`config.mk`:
```
export PLATFORM = sky130hd
export DESIGN_NAME = core_seq
export DESIGN_NICKNAME = d
export VERILOG_FILES = /design/src/rtl/core_seq.sv
export SDC_FILE = /design/constraint.sdc
export NUM_CORES = 1
export LEC_CHECK = 0
export BUFFER_PORTS_ARGS = -buffer_cell sky130_fd_sc_hd__buf_2
export CAP_MARGIN = 30
export CORE_MARGIN = 2
export CORE_UTILIZATION = 58
export CTS_CLUSTER_DIAMETER = 150
export DETAILED_ROUTE_END_ITERATION = 16
export PLACE_DENSITY = 0.88
export SETUP_SLACK_MARGIN = 0.3
export SYNTH_ARGS = -nofsm -noshare
export SYNTH_HDL_FRONTEND = slang
export SYNTH_SLANG_ARGS = --single-unit
```
`constraint.sdc`:
```
create_clock -name clk -period 3.6 [get_ports clk]
set_input_delay 0.18 -clock clk [delete_from_list [all_inputs] [get_ports clk]]
set_output_delay 0.18 -clock clk [all_outputs]
set_load 0.01 [all_outputs]
```
`src/rtl/core_seq.sv`:
```
// Sequences one weight-stationary tile: weight fetch, weight load, activation stream, flush, drain.
// Latency: every output is registered; a state's first word appears one cycle after entering it.
// Backpressure: only DRAIN waits, on ofifo_valid, with no timeout; start is ignored while busy.
module core_seq #(
    parameter int row         = 8,
    parameter int col         = 8,
    parameter int aw          = 11,
    parameter int ofifo_depth = 64
) (
    input  logic          clk,
    input  logic          reset,
    input  logic          start,
    input  logic [aw-1:0] w_base,
    input  logic [aw-1:0] x_base,
    input  logic [aw-1:0] p_base,
    input  logic [aw-1:0] num_x,
    input  logic          acc_mode,
    input  logic          ofifo_valid,
    output logic [33:0]   inst,
    output logic          busy,
    output logic          done
);

    // Both SRAMs disabled (CEN/WEN high), all strobes low, addresses zero.
    localparam logic [33:0] IDLE_WORD = 34'h1_800C_0000;

    localparam logic [aw-1:0] ROW_L     = aw'(row);
    localparam logic [aw-1:0] LOAD_LAST = aw'(row + col - 1);
    localparam logic [aw-1:0] DEPTH_L   = aw'(ofifo_depth);
    localparam logic [aw-1:0] ONE       = aw'(1);
    localparam logic [aw-1:0] TWO       = aw'(2);

    // inst bit positions
    localparam int B_ACC   = 33;
    localparam int B_CENP  = 32;
    localparam int B_WENP  = 31;
    localparam int B_AP    = 20;
    localparam int B_CENX  = 19;
    localparam int B_AX    = 7;
    localparam int B_ORD   = 6;
    localparam int B_L0RD  = 3;
    localparam int B_L0WR  = 2;
    localparam int B_EXEC  = 1;
    localparam int B_LOAD  = 0;

    typedef enum logic [2:0] {
        S_IDLE,
        S_WFETCH,
        S_WLOAD,
        S_XRUN,
        S_FLUSH,
        S_DRAIN,
        S_DONE
    } state_t;

    state_t        state_q, state_d;
    logic [aw-1:0] cnt_q, cnt_d;     // per-state cycle counter (k / j)
    logic [aw-1:0] n_q, n_d;         // pmem writes issued in DRAIN
    logic [aw-1:0] r_q, r_d;         // ofifo reads issued in DRAIN
    logic [aw-1:0] wb_q, wb_d;
    logic [aw-1:0] xb_q, xb_d;
    logic [aw-1:0] pb_q, pb_d;
    logic [aw-1:0] nx_q, nx_d;
    logic          acc_q, acc_d;
    logic [33:0]   inst_q, inst_d;
    logic          busy_q, busy_d;
    logic          done_q, done_d;

    // Next state and the instruction word to present on the following cycle.
    always_comb begin
        state_d = state_q;
        cnt_d   = cnt_q;
        n_d     = n_q;
        r_d     = r_q;
        wb_d    = wb_q;
        xb_d    = xb_q;
        pb_d    = pb_q;
        nx_d    = nx_q;
        acc_d   = acc_q;
        inst_d  = IDLE_WORD;
        done_d  = 1'b0;

        case (state_q)
            S_IDLE: begin
                if (start) begin
                    wb_d    = w_base;
                    xb_d    = x_base;
                    pb_d    = p_base;
                    // OFIFO cannot hold more vectors than its depth.
                    nx_d    = (num_x > DEPTH_L) ? DEPTH_L : num_x;
                    acc_d   = acc_mode;
                    cnt_d   = '0;
                    n_d     = '0;
                    r_d     = '0;
                    state_d = S_WFETCH;
                end
            end

            S_WFETCH: begin
                if (cnt_q < ROW_L) begin
                    inst_d[B_CENX]        = 1'b0;
                    inst_d[B_AX +: aw]    = wb_q + cnt_q;
                end
                // L0 write trails its SRAM read by the one-cycle read latency.
                if (cnt_q >= ONE) inst_d[B_L0WR] = 1'b1;
                if (cnt_q == ROW_L) begin
                    cnt_d   = '0;
                    state_d = S_WLOAD;
                end else begin
                    cnt_d = cnt_q + ONE;
                end
            end

            S_WLOAD: begin
                inst_d[B_LOAD] = 1'b1;
                if (cnt_q < ROW_L) inst_d[B_L0RD] = 1'b1;
                if (cnt_q == LOAD_LAST) begin
                    cnt_d   = '0;
                    state_d = (nx_q != '0) ? S_XRUN : S_DONE;
                end else begin
                    cnt_d = cnt_q + ONE;
                end
            end

            S_XRUN: begin
                inst_d[B_ACC] = acc_q;
                if (cnt_q < nx_q) begin
                    inst_d[B_CENX]     = 1'b0;
                    inst_d[B_AX +: aw] = xb_q + cnt_q;
                end
                if (cnt_q >= ONE && cnt_q <= nx_q) inst_d[B_L0WR] = 1'b1;
                if (cnt_q >= TWO) begin
                    inst_d[B_L0RD] = 1'b1;
                    inst_d[B_EXEC] = 1'b1;
                end
                if (cnt_q == nx_q + ONE) begin
                    cnt_d   = '0;
                    state_d = S_FLUSH;
                end else begin
                    cnt_d = cnt_q + ONE;
                end
            end

            S_FLUSH: begin
                inst_d[B_ACC]  = acc_q;
                inst_d[B_EXEC] = 1'b1;
                if (cnt_q == LOAD_LAST) begin
                    cnt_d   = '0;
                    state_d = S_DRAIN;
                end else begin
                    cnt_d = cnt_q + ONE;
                end
            end

            S_DRAIN: begin
                // The entry popped last cycle is on the OFIFO output now: store it.
                if (inst_q[B_ORD]) begin
                    inst_d[B_CENP]     = 1'b0;
                    inst_d[B_WENP]     = 1'b0;
                    inst_d[B_AP +: aw] = pb_q + n_q;
                    n_d                = n_q + ONE;
                end
                if (n_q == nx_q) begin
                    state_d = S_DONE;
                end else if (ofifo_valid && (r_q < nx_q)) begin
                    inst_d[B_ORD] = 1'b1;
                    r_d           = r_q + ONE;
                end
            end

            S_DONE: begin
                done_d  = 1'b1;
                state_d = S_IDLE;
            end

            default: state_d = S_IDLE;
        endcase

        busy_d = (state_d != S_IDLE);
    end

    // State, counters, latched tile parameters and registered outputs.
    always_ff @(posedge clk) begin
        if (reset) begin
            state_q <= S_IDLE;
            cnt_q   <= '0;
            n_q     <= '0;
            r_q     <= '0;
            wb_q    <= '0;
            xb_q    <= '0;
            pb_q    <= '0;
            nx_q    <= '0;
            acc_q   <= 1'b0;
            inst_q  <= IDLE_WORD;
            busy_q  <= 1'b0;
            done_q  <= 1'b0;
        end else begin
            state_q <= state_d;
            cnt_q   <= cnt_d;
            n_q     <= n_d;
            r_q     <= r_d;
            wb_q    <= wb_d;
            xb_q    <= xb_d;
            pb_q    <= pb_d;
            nx_q    <= nx_d;
            acc_q   <= acc_d;
            inst_q  <= inst_d;
            busy_q  <= busy_d;
            done_q  <= done_d;
        end
    end

    assign inst = inst_q;
    assign busy = busy_q;
    assign done = done_q;

endmodule

```
==> out/metrics.csv <==
metric,value,unit
die-area,0.0121,mm^2
worst_reg2reg_path_length_in_cells,9,
timing_limited_maximum_frequency,325,MHz
setup.worst_path.start_class,flip-flop,
share_clk_of_total_power,52.2,%
dp_worst_setup_slack,0.476,ns
grt-ovfl-total,0,
synth_edf_count,0,
netlist.top_cell.by_area,sky130_fd_sc_hd__dfxtp_1,
post_drt_wl_per_cell,16.5,um
place_congestion,0.961,
cap_violations,0,
grt_first_pass_wirelength,27600,um
cts_buffers,17,
fin_worst_skew,0.0141,ns
mostFrequentLayoutCells,"sky130_fd_sc_hd__nand2_1 (125), sky130_fd_sc_hd__dfxtp_1 (112), sky130_fd_sc_hd__buf_2 (81), sky130_fd_sc_hd__a21oi_1 (75), sky130_fd_sc_hd__nor2_1 (62)",
source_to_sink_clock_delay_at_the_later_pin_of_the_worst_skew_pair,0.42,ns
netSwitchingPower,823,uW
floorplan.core_area,0.0109,mm^2
timing.setup.critical_path_class,reg2reg,
cts_num_sinks,113,
syn-cell-area,0.00653,mm^2
grt_setup_unrepaired,true,
final-setup-viol-count,0,
timing.hold.worst_path_depth,3,
tritoncts_clock_tree,done,
sw_frac_of_total,24.9,%
ant_nets,0,
detail_route.vias_per_cell,5.92,
timing.critical_path.slowest_cell_delay,0.59,ns
floorplan.die.width,110,um
dieHeight,110,um
syn_area_per_cell,8.10,um^2
synth_async_sr_flop_share,0,%
layout_commonest_cell,sky130_fd_sc_hd__nand2_1,
timing.final.hold_violations,1,
critical-path-slowest-cell,sky130_fd_sc_hd__or4_1,
finalWorstSetupSlack,0.519,ns
rel_slew_slack,35.9,%
static-leakage-power,3.43,nW
clockRootBuffer,sky130_fd_sc_hd__clkbuf_16,
logic_pwr_share,8.1,%
via_count_of_the_first_global_routing_pass,5887,
route.final.wire_length,17200,um
diodes,0,
cts-htree-levels,4,
vdd.ir_drop.worst,0.000372,V
dominantRegCellSynth,sky130_fd_sc_hd__dfxtp_1,
grt_start_max_net_pins,52,
synthDominantCellAreaShare,34.6,%
min_period_over_period,85.6,%
cp_cell_sequence,ha_1 -> nand3_2 -> or4_1 -> o32ai_2 -> o22ai_1 -> a2111oi_4 -> nor3_2 -> and3_1 -> a221o_1,
synth.distinct_cells,60,
synth.yosys.seq_area_share,34.6,%
arrival_time_worst_endpoint,3.39,ns
slew_violations,0,
min_period,3.08,ns
fin_tns_setup,0,ns
cellInternalPower,2.48,mW
worstPathRequired,3.91,ns
power-per-cell-area,426,mW/mm^2
cells_taking_the_most_area_after_synthesis,"sky130_fd_sc_hd__dfxtp_1 (35%), sky130_fd_sc_hd__ha_1 (11%), sky130_fd_sc_hd__nand2_1 (7.2%)",
crit_path_end_kind,flip-flop,
holdCritPathClass,in2reg,
worstPathMaxFanout,17,
failed_checks,hold timing,
drt_pre_antenna_iters,6,
clk_transition_reported_paths,0.06,ns
max_slew.worst_pin.slew,0.957,ns
clk_buf_depth,2,
ys_ff_latch,113,
synth_warnings,0,
detailroute.via_count,6184,
area_growth,18.9,%
layout.nets,1001,
port_buffers,81,
netlist_instances,806,
run_status,finished with violations,
cpLargestDelayFamily,simple AND/OR/NAND/NOR gates,
io_pins,85,
initial_drt_markers,507,
power.share.sequential,39.7,%
timing.critical_path.buf_inv,0,
power.total,3.31,mW
timing.critical_path.depth,9,
grt_usage,29.4,%
worst_hold_slack_across_all_endpoints,-0.000130,ns
post-route-drc-count,0,
drive_gt1_share,14.9,%
hpwl_detailed,11800,um
fp-row-count,38,
start_util,59.7,%
antenna_found_initial,0,
sequential cells by signal (all words and copies together), names as in the netlist:
signal   cells
inst        30
cnt_q       11
wb_q        11
n_q         11
busy         1
nx_q        11
pb_q        11
state_q      3
acc_q        1
xb_q        11
done         1
r_q         11
routing by layer:
metal  GRT usage [%]  wire length [um]  up-vias
met3            6.58              1350       55
met1            36.3              7110     2848
met2            47.9              8120      284
li1                -                 -     2997
met5               0                 0        -
met4            15.0               663        0
worst min-delay path, delay by kind of cell:
kind	cells	cell delay, ns
AO/OA/AOI/OAI	1	0.05
buffers and inverters	1	0.09
AND/OR/NAND/NOR	1	0.04
cells by family (layout without fill, tap and decap cells):
| kind of cell | count (synthesis) | count (layout) | synth area share [%] |
|---|---|---|---|
| AOI/OAI and AO/OA | 181 | 181 | 17.4 |
| xor gates and xnor gates | 58 | 58 | 7.78 |
| DFF | 113 | 113 | 34.6 |
| muxes | 5 | 5 | 0.766 |
| other | 2 | 3 | 0.115 |
| and+or+nand+nor | 314 | 314 | 22.7 |
| adders and majority gates | 61 | 61 | 12.0 |
| buffers and inverters | 72 | 169 | 4.52 |
final timing paths:
kind,startpoint,end,slack [ns]
worst max-delay path,nx_q[1],cnt_q[8],0.52
worst min-delay path,p_base[0],pb_q[0],-0.0001
worst max register to register,nx_q[1],cnt_q[8],0.52
worst min register to register,pb_q[2],pb_q[2],0.46
cells in the mapped netlist, types with 3 or more instances:
library cell               count
sky130_fd_sc_hd__nand2_1     125
sky130_fd_sc_hd__dfxtp_1     113
sky130_fd_sc_hd__a21oi_1      75
sky130_fd_sc_hd__nor2_1       62
sky130_fd_sc_hd__ha_1         58
sky130_fd_sc_hd__xor2_1       36
sky130_fd_sc_hd__inv_1        35
sky130_fd_sc_hd__clkbuf_1     29
sky130_fd_sc_hd__o21ai_0      26
sky130_fd_sc_hd__nor3_1       24
sky130_fd_sc_hd__xnor2_1      22
sky130_fd_sc_hd__nand3_1      17
sky130_fd_sc_hd__nor2b_1      13
sky130_fd_sc_hd__a21o_1       12
sky130_fd_sc_hd__a22oi_1      12
sky130_fd_sc_hd__and3_1       12
sky130_fd_sc_hd__nor4_1       12
sky130_fd_sc_hd__or3_1        12
sky130_fd_sc_hd__o21ai_1       8
sky130_fd_sc_hd__or4_1         8
sky130_fd_sc_hd__a211oi_1      6
sky130_fd_sc_hd__buf_4         6
sky130_fd_sc_hd__nand2b_1      6
sky130_fd_sc_hd__a31oi_1       5
sky130_fd_sc_hd__mux2i_1       5
sky130_fd_sc_hd__nand4_1       5
sky130_fd_sc_hd__o21a_1        5
sky130_fd_sc_hd__and2_1        4
sky130_fd_sc_hd__o211ai_1      4
sky130_fd_sc_hd__or2_2         4
sky130_fd_sc_hd__a211o_1       3
sky130_fd_sc_hd__fa_1          3
sky130_fd_sc_hd__o31ai_1       3
stage by stage:
stage          instances  instance area, um^2  utilization [%]
2_1_floorplan        807                 6540                -
6_report            1044                 7770             71.0
3_3_place_gp         999                 7020             64.2
4_1_cts             1044                 7760             70.9
3_5_place_dp         999                 7020             64.2
5_1_grt             1044                 7770             71.0
layout make-up:
cell class,instances,area (um^2)
Clock buffer,17,425
Clock inverter,15,183
Fill cell,836,3170
Inverter,35,131
Multi-Input combinational cell,622,3990
Sequential cell,113,2260
Tap cell,140,175
Timing Repair Buffer,102,596
power by group through the flow:
| stage | Clock [mW] | Combinational [mW] | Sequential (mW) |
|---|---|---|---|
| floorplan | 0 | 0.178 | 1.33 |
| global placement | 0 | 0.243 | 1.34 |
| global route | 1.79 | 0.297 | 1.32 |
| finish | 1.73 | 0.269 | 1.31 |
| detailed placement | 0 | 0.250 | 1.34 |
| CTS | 1.74 | 0.264 | 1.31 |
timing repair:
action,4_1_cts,5_1_grt
resized for setup,0,2
hold buffers,13,0
buffers inserted,0,0
hold endpoints to repair,13,0
setup endpoints to repair,0,3
(Power assumes the default switching activity.)
